$ cat src/rtl/fetch_sequencer_if.sv
// Fetch sequencer bus: PC loop, instruction memory and decode handshake.
// master = fetch_sequencer, slave = PC register / memory / decode side.
interface fetch_sequencer_if #(
   parameter int AW = 12,
   parameter int DW = 16
);
   logic [AW-1:0] pc_in;
   logic [AW-1:0] pc_next;
   logic          pc_en;
   logic [AW-1:0] imem_addr;
   logic          imem_req;
   logic          imem_ack;
   logic [DW-1:0] imem_rdata;
   logic          branch_valid;
   logic [AW-1:0] branch_target;
   logic          stall;
   logic [DW-1:0] ir_out;
   logic [AW-1:0] ir_pc;
   logic          ir_valid;
   logic          ir_ready;
   logic          fetch_err;

   modport master (
      input  pc_in, imem_ack, imem_rdata, branch_valid,
      input  branch_target, stall, ir_ready,
      output pc_next, pc_en, imem_addr, imem_req,
      output ir_out, ir_pc, ir_valid, fetch_err
   );

   modport slave (
      output pc_in, imem_ack, imem_rdata, branch_valid,
      output branch_target, stall, ir_ready,
      input  pc_next, pc_en, imem_addr, imem_req,
      input  ir_out, ir_pc, ir_valid, fetch_err
   );
endinterface

$ cat src/rtl/fetch_sequencer.sv
// Instruction-fetch controller: launches imem reads from the PC, loads the
// instruction register and drives the PC update (PC+1 or branch target).
module fetch_sequencer #(
   parameter int AW       = 12,
   parameter int DW       = 16,
   parameter int MAX_WAIT = 15
) (
   input logic          clk,
   input logic          reset,
   fetch_sequencer_if.master bus
);

   typedef enum logic [2:0] {
      IDLE,
      LAUNCH,
      WAIT,
      HOLD,
      ERR
   } state_t;

   localparam logic [7:0] LAST = 8'(MAX_WAIT - 1);

   state_t     state;
   logic [7:0] cnt;
   logic       discard;
   logic       br_hold;

   always_ff @(posedge clk or posedge reset) begin
      if (reset) begin
         state         <= IDLE;
         cnt           <= '0;
         discard       <= 1'b0;
         br_hold       <= 1'b0;
         bus.pc_next   <= '0;
         bus.pc_en     <= 1'b0;
         bus.imem_addr <= '0;
         bus.imem_req  <= 1'b0;
         bus.ir_out    <= '0;
         bus.ir_pc     <= '0;
         bus.ir_valid  <= 1'b0;
         bus.fetch_err <= 1'b0;
      end else begin
         bus.pc_en <= 1'b0;
         // A branch landing right after a pc_en pulse is deferred one
         // cycle so that pc_en never fires on back-to-back cycles.
         if (state != ERR) begin
            if (bus.branch_valid) begin
               bus.pc_next  <= bus.branch_target;
               bus.ir_valid <= 1'b0;
               bus.pc_en    <= !bus.pc_en;
               br_hold      <= bus.pc_en;
            end else if (br_hold) begin
               bus.pc_en <= 1'b1;
               br_hold   <= 1'b0;
            end
         end

         unique case (state)
            IDLE: begin
               if (!bus.branch_valid && !br_hold && !bus.stall)
                  state <= LAUNCH;
            end
            LAUNCH: begin
               if (bus.branch_valid) begin
                  state <= IDLE;
               end else begin
                  bus.imem_addr <= bus.pc_in;
                  bus.imem_req  <= 1'b1;
                  cnt           <= '0;
                  discard       <= 1'b0;
                  state         <= WAIT;
               end
            end
            WAIT: begin
               if (bus.imem_ack) begin
                  bus.imem_req <= 1'b0;
                  discard      <= 1'b0;
                  if (bus.branch_valid) begin
                     state <= IDLE;
                  end else if (discard) begin
                     // PC must settle before the next LAUNCH samples it
                     state <= br_hold ? IDLE : LAUNCH;
                  end else begin
                     bus.ir_out   <= bus.imem_rdata[DW-1:0];
                     bus.ir_pc    <= bus.imem_addr;
                     bus.ir_valid <= 1'b1;
                     bus.pc_next  <= bus.imem_addr + AW'(1);
                     bus.pc_en    <= 1'b1;
                     state        <= HOLD;
                  end
               end else if (cnt == LAST) begin
                  bus.imem_req  <= 1'b0;
                  bus.ir_valid  <= 1'b0;
                  bus.pc_en     <= 1'b0;
                  bus.fetch_err <= 1'b1;
                  br_hold       <= 1'b0;
                  state         <= ERR;
               end else begin
                  cnt <= cnt + 8'd1;
                  if (bus.branch_valid)
                     discard <= 1'b1;
               end
            end
            HOLD: begin
               if (bus.branch_valid) begin
                  state <= IDLE;
               end else if (bus.ir_ready) begin
                  bus.ir_valid <= 1'b0;
                  state        <= bus.stall ? IDLE : LAUNCH;
               end
            end
            ERR: begin
               bus.fetch_err <= 1'b1;
               bus.imem_req  <= 1'b0;
               bus.ir_valid  <= 1'b0;
               bus.pc_en     <= 1'b0;
            end
            default: state <= IDLE;
         endcase
      end
   end

endmodule

$ cat src/flat_wrapper.sv
// flat-port wrapper written by rule: the top's interface ports become plain ports
module fetch_sequencer_flat 
#(
   parameter int AW       = 12,
   parameter int DW       = 16,
   parameter int MAX_WAIT = 15
)
  (clk, reset, bus_pc_in, bus_imem_ack, bus_imem_rdata, bus_branch_valid, bus_branch_target, bus_stall, bus_ir_ready, bus_pc_next, bus_pc_en, bus_imem_addr, bus_imem_req, bus_ir_out, bus_ir_pc, bus_ir_valid, bus_fetch_err);
  fetch_sequencer_if #(.AW(AW), .DW(DW)) bus_i ();
  input logic clk;
  input logic reset;
  input wire logic [$bits(bus_i.pc_in)-1:0] bus_pc_in;
  input wire logic [$bits(bus_i.imem_ack)-1:0] bus_imem_ack;
  input wire logic [$bits(bus_i.imem_rdata)-1:0] bus_imem_rdata;
  input wire logic [$bits(bus_i.branch_valid)-1:0] bus_branch_valid;
  input wire logic [$bits(bus_i.branch_target)-1:0] bus_branch_target;
  input wire logic [$bits(bus_i.stall)-1:0] bus_stall;
  input wire logic [$bits(bus_i.ir_ready)-1:0] bus_ir_ready;
  output wire logic [$bits(bus_i.pc_next)-1:0] bus_pc_next;
  output wire logic [$bits(bus_i.pc_en)-1:0] bus_pc_en;
  output wire logic [$bits(bus_i.imem_addr)-1:0] bus_imem_addr;
  output wire logic [$bits(bus_i.imem_req)-1:0] bus_imem_req;
  output wire logic [$bits(bus_i.ir_out)-1:0] bus_ir_out;
  output wire logic [$bits(bus_i.ir_pc)-1:0] bus_ir_pc;
  output wire logic [$bits(bus_i.ir_valid)-1:0] bus_ir_valid;
  output wire logic [$bits(bus_i.fetch_err)-1:0] bus_fetch_err;
  assign bus_i.pc_in = bus_pc_in;
  assign bus_i.imem_ack = bus_imem_ack;
  assign bus_i.imem_rdata = bus_imem_rdata;
  assign bus_i.branch_valid = bus_branch_valid;
  assign bus_i.branch_target = bus_branch_target;
  assign bus_i.stall = bus_stall;
  assign bus_i.ir_ready = bus_ir_ready;
  assign bus_pc_next = bus_i.pc_next;
  assign bus_pc_en = bus_i.pc_en;
  assign bus_imem_addr = bus_i.imem_addr;
  assign bus_imem_req = bus_i.imem_req;
  assign bus_ir_out = bus_i.ir_out;
  assign bus_ir_pc = bus_i.ir_pc;
  assign bus_ir_valid = bus_i.ir_valid;
  assign bus_fetch_err = bus_i.fetch_err;
  fetch_sequencer #(.AW(AW), .DW(DW), .MAX_WAIT(MAX_WAIT)) u_core (.clk(clk), .reset(reset), .bus(bus_i));
endmodule
$ cat config.mk
export PLATFORM = sky130hd
export DESIGN_NAME = fetch_sequencer_flat
export DESIGN_NICKNAME = d
export VERILOG_FILES = /design/src/rtl/fetch_sequencer_if.sv /design/src/rtl/fetch_sequencer.sv /design/src/flat_wrapper.sv
export SDC_FILE = /design/constraint.sdc
export NUM_CORES = 1
export LEC_CHECK = 0
export ABC_AREA = 1
export CAP_MARGIN = 20
export CORE_ASPECT_RATIO = 0.8
export CORE_MARGIN = 4
export CORE_UTILIZATION = 40
export CTS_BUF_LIST = sky130_fd_sc_hd__clkbuf_4
export CTS_CLUSTER_DIAMETER = 200
export DETAILED_ROUTE_END_ITERATION = 16
export PLACE_DENSITY = 0.7
export SLEW_MARGIN = 20
export SYNTH_ARGS = -nofsm -noshare
export SYNTH_HDL_FRONTEND = slang
export SYNTH_SLANG_ARGS = --single-unit
$ cat constraint.sdc
create_clock -name clk -period 5.9 [get_ports clk]
set_input_delay 1.18 -clock clk [delete_from_list [all_inputs] [get_ports clk]]
set_output_delay 1.18 -clock clk [all_outputs]
set_load 0.02 [all_outputs]
After elaboration in Yosys (flattened, before gate mapping)
Index checks and enable logic that the tools add are counted.
{ "op_classes": {"add_sub_neg": 2, "n_eq_ne": 15, "n_mux": 55, "bitwise_logic": 3, "reduce_logical": 17} }
{ "op_table": {"columns": ["cell", "n"], "rows": [
  ["two-way mux 12 bit", 6],
  ["two-way mux 1 bit", 31],
  ["two-way mux 8 bit", 3],
  ["two-way mux 3 bit", 7],
  ["case mux 8 bit (2 select lines)", 1],
  ["AND reduction 4 bit", 4],
  ["case mux 3 bit (5 select lines)", 1],
  ["adder 12 x 1 -> 12 bit, second input constant", 1],
  ["!= test 3 bit, second input constant", 4],
  ["adder 8 x 1 -> 8 bit, second input constant", 1],
  ["== test 8 x 4 -> 1 bit, second input constant", 1],
  ["== test 3 x 2 -> 1 bit, second input constant", 2],
  ["!= test 2 bit, second input constant", 3],
  ["case mux 1 bit (2 select lines)", 3],
  ["case mux 1 bit (3 select lines)", 2],
  ["AND reduction 3 bit", 2],
  ["logical NOT 1 bit", 4],
  ["!= test 2 x 1 -> 1 bit, second input constant", 2],
  ["nonzero test 2 bit", 2],
  ["== test 3 x 1 -> 1 bit, second input constant", 1],
  ["== test 3 bit, second input constant", 1],
  ["logical NOT 3 bit", 1],
  ["!= test 3 x 2 -> 1 bit, second input constant", 1],
  ["NOT 1 bit", 3],
  ["other kinds (4)", 5]
]} }
{ "totals": {"reg_bits": 69, "in_bits": 46, "out_inout_bits": 56, "wordCells": 104} }

Depth between registers and ports, before layout
{ "logic_depth": {"depth_word": 7, "mapped_depth": 9} }

Worst setup path before layout
No wires, ideal clock.
{ "synth_timing": {"path_type": "input port to flip-flop", "start": "input port bus_branch_valid", "end": "register u_core.cnt[0]", "arrival_time_ns": 1.873, "required_ns": 5.782, "path_slack_ns": 3.909, "cell_stages": 7, "n_path_buf": 1, "cell_sequence": "inv_2 nand3_2 nand2_2 nand3_4 buf_12 nor2_4 nor2_2"} }
{ "synth_via": {"elab_chain_cells": 2} }
{ "synth_lines": {"columns": ["element", "line_no", "source"], "rows": [
  ["start: declaration", "flat_wrapper.sv:15", "input wire logic [$bits(bus_i.branch_valid)-1:0] bus_branch_valid;"],
  ["!= test 2 bit (no line)", null, null],
  ["AND reduction 4 bit (no line)", null, null],
  ["end signal: assignment", "fetch_sequencer.sv:99", "cnt <= cnt + 8'd1;"],
  ["end: declaration", "fetch_sequencer.sv:24", "logic [7:0] cnt;"]
]} }
No other way between the ends.
A chain may end at the register's enable or synchronous reset.

Final worst setup path
{ "layout_timing": {"start": "input port bus_branch_valid", "end": "register u_core.bus.pc_next[2]"} }
{ "layout_via": {"elab_chain_cells": 6} }
{ "layout_lines": {"columns": ["element", "line_no", "source"], "rows": [
  ["two-way mux 12 bit", "fetch_sequencer.sv:47", "if (bus.branch_valid) begin"],
  ["two-way mux 12 bit", "fetch_sequencer.sv:46", "if (state != ERR) begin"],
  ["two-way mux 12 bit", "fetch_sequencer.sv:80", "end else if (discard) begin"],
  ["two-way mux 12 bit", "fetch_sequencer.sv:78", "if (bus.branch_valid) begin"],
  ["two-way mux 12 bit", "fetch_sequencer.sv:75", "if (bus.imem_ack) begin"],
  ["two-way mux 12 bit *", "fetch_sequencer.sv:58", "unique case (state)"],
  ["end signal: assignment", "fetch_sequencer.sv:48", "bus.pc_next <= bus.branch_target;"],
  ["end signal: assignment", "fetch_sequencer.sv:87", "bus.pc_next <= bus.imem_addr + AW'(1);"],
  ["end: declaration", "fetch_sequencer_if.sv:26", "output pc_next, pc_en, imem_addr, imem_req,"]
]} }
Every way passes the cells marked *; elsewhere a longest branch is shown, timed or not.

==> flow_metrics.tcl <==
set metrics [dict create \
    hpwl_mm 6.18 \
    synth_edf_count 0 \
    cp-start-kind "input port" \
    synth_warnings 0 \
    path_cells "clkdlybuf4s50_1, inv_2, nand3_1, inv_1, nand2_2, o21ai_0, o21ai_0" \
    wl_per_cell_um 13.6 \
    cts_root_buf "clkbuf_4" \
    layout_common_cells "nand2_1 (131), clkdlybuf4s50_1 (101), dfrtp_1 (69), nor2_1 (42), nand3_1 (41)" \
    netlist_area_um2 3390 \
    die_h_um 90.4 \
    dieArea_um2 10000 \
    core_area_um2 8090 \
    fmax_mhz 309 \
    antenna_found_initial 0 \
    async_reset_ff_share_pct 100 \
    drive_above_1_share_pct 8.41 \
    endpoint "u_core.bus.pc_next[2]" \
    track_usage_pct 18.0 \
    drtPass1Iterations 5 \
    place_inst 615 \
    critPathMaxFanout 57 \
    ys_seq_area_share_pct 50.9 \
    grt_max_degree 58 \
    r2r_slack_ns 3.70 \
    p_leak_nw 2.20 \
    finalHoldViolCount 0 \
    r2r_end "u_core.bus.pc_next[4]" \
    cpMostUsedCell "o21ai_0" \
    final_nets 567 \
    startpoint "bus_branch_valid" \
    setup_viol_count_final 0 \
    final_util_pct 56.7 \
    worstPathRequired_ns 6.23 \
    vias 3016 \
    synthTopCellsByArea "dfrtp_1 (51%), nand2_1 (15%), nand3_1 (6.0%)" \
    final_common_cell "nand2_1" \
    drt-total-wl_mm 8.57 \
    critPathKind "in2reg" \
    ys_seq_elements 69 \
    cts_max_level 3 \
    rows 29 \
    drv_cap 0 \
    slew_headroom_pct 33.9 \
    synthFlopType "dfrtp_1" \
    netlist.area_leader.share_pct 50.9 \
    skew_ns 0.0141 \
    worstMarginPinSlew_ns 0.989 \
    avgViaCountPerCell 4.78 \
    die_x_um 111 \
    peakVddDrop_v 0.000241 \
    p_per_area_nw_per_um2 441 \
    cts_hold_buf 0 \
    drc 0 \
    crit_arrival_ns 3.56 \
    end_kind "register" \
    clock_latency_ns 0.41 \
    cts_tree "done" \
    port_buffers 101 \
    start_util_pct 41.9 \
    grt_first_pass_wirelength_mm 14.8 \
    maxSlewViolCount 0 \
    n_antenna_cell 0 \
    avgSynthCellArea_um2 8.04 \
    status "finished clean" \
    netlist_instances 422 \
    gp_congestion 0.821 \
    total_power_w 0.00203 \
    fin_cells 631 \
    fin_crit_ns 3.23 \
    r2r_cells 6 \
    r2r-start "u_core.state[2]" \
    synth_fp_nets 471 \
    overflow 0 \
    ys_types 33 \
    cts_max_path_buffers 2 \
    cts_resized 0 \
    grt_pass1_vias 2990 \
    path_clk_slew_ns 0.11 \
    fin_setup_tns_ns 0 \
    rsz0062_at_grt "false" \
    hp-class "reg2reg" \
    critical-path-max-stage-delay_ns 0.84 \
    finalCritPeriodShare_pct 54.8 \
    io_pins 102 \
    postCtsSetupBuffers 0 \
    slowest_stage "clkdlybuf4s50_1" \
    yosys.area.top_type "dfrtp_1" \
    cts_made_buffers 9 \
    area_growth_pct 35.3 \
    drt_iter0_markers 170 \
    cts_sinks 69 \
    ant_nets 0 \
]
-- cells by family after synthesis --
group           Yosys count  synth area share, %
mux                       1                0.332
simple gates            237                 30.2
buf+inv                  56                 7.93
fa+ha+maj                 3                 1.11
compound gates           56                 9.59
flops                    69                 50.9
-- cell type report --
class | count | area (µm²)
clock buffers | 9 | 67.6
clock inverters | 7 | 90.1
fillers | 780 | 3500
inverters | 39 | 146
multi-input cells | 297 | 1410
flip-flops and latches | 69 | 1730
well taps | 108 | 135
repair buffers | 102 | 1020
-- how the worst min path moves through the flow --
stage / cells after the start / endpoint / start
floorplan: 2 / u_core.cnt[7] / u_core.cnt[7]
global placement: 2 / u_core.bus.ir_out[10] / u_core.bus.ir_out[10]
detailed placement: 2 / u_core.bus.ir_out[1] / u_core.bus.ir_out[1]
CTS: 2 / u_core.bus.ir_out[1] / u_core.bus.ir_out[1]
global route: 2 / u_core.bus.ir_pc[10] / u_core.bus.ir_pc[10]
finish: 2 / u_core.bus.ir_out[13] / u_core.bus.ir_out[13]
-- stage by stage --
stage / setup slack, ns / cell area, µm² / hold slack, ns
after global routing: 2.40 / 4590 / 0.517
after floorplan: 2.98 / 3390 / 0.500
after global placement: 2.22 / 4430 / 0.457
after detailed placement: 2.20 / 4430 / 0.460
after CTS: 2.65 / 4590 / 0.487
final: 2.67 / 4590 / 0.485
-- per-layer routing --
metal	vias up	GRT usage (%)	wire length [µm]
li1	1536	-	-
met1	1382	24.0	3950
met2	91	28.5	3930
met3	7	6.43	613
met4	0	3.69	74
met5	-	0	0
-- critical path, delay by kind of cell --
kind / cells / cell delay (ns)
compound gates: 2 / 0.38
buf+inv: 3 / 1.06
simple gates: 2 / 0.91
-- state kept, by name (all words and copies together) (netlist names) --
register / count
u_core.discard: 1
u_core.cnt: 8
u_core.state: 3
u_core.bus.ir_valid: 1
u_core.bus.pc_en: 1
u_core.bus.pc_next: 12
u_core.bus.ir_pc: 12
u_core.br_hold: 1
u_core.bus.fetch_err: 1
u_core.bus.imem_req: 1
u_core.bus.imem_addr: 12
u_core.bus.ir_out: 16
-- power breakdown --
| part | internal (W) | switching, W | leakage, nW | total, W |
|---|---|---|---|---|
| Clock | 0.000170 | 0.000170 | 0.0833 | 0.000340 |
| Combinational | 0.000404 | 0.000520 | 1.28 | 0.000924 |
| Sequential | 0.000634 | 0.000129 | 0.845 | 0.000763 |
-- Yosys cell counts (2+ instances only) --
cell,n
nand2_1,132
dfrtp_1,69
nor2_1,43
nand3_1,41
inv_1,37
a21oi_1,21
o21ai_0,17
o21ai_2,7
buf_4,6
nand2_2,6
clkbuf_1,4
a31oi_1,3
buf_2,3
ha_1,3
nor2_2,3
a21boi_0,2
buf_6,2
inv_2,2
nand4_1,2
nor2_4,2
nor3_1,2
o211ai_1,2
o21ai_1,2
o21bai_1,2
(Power assumes the default switching activity.)
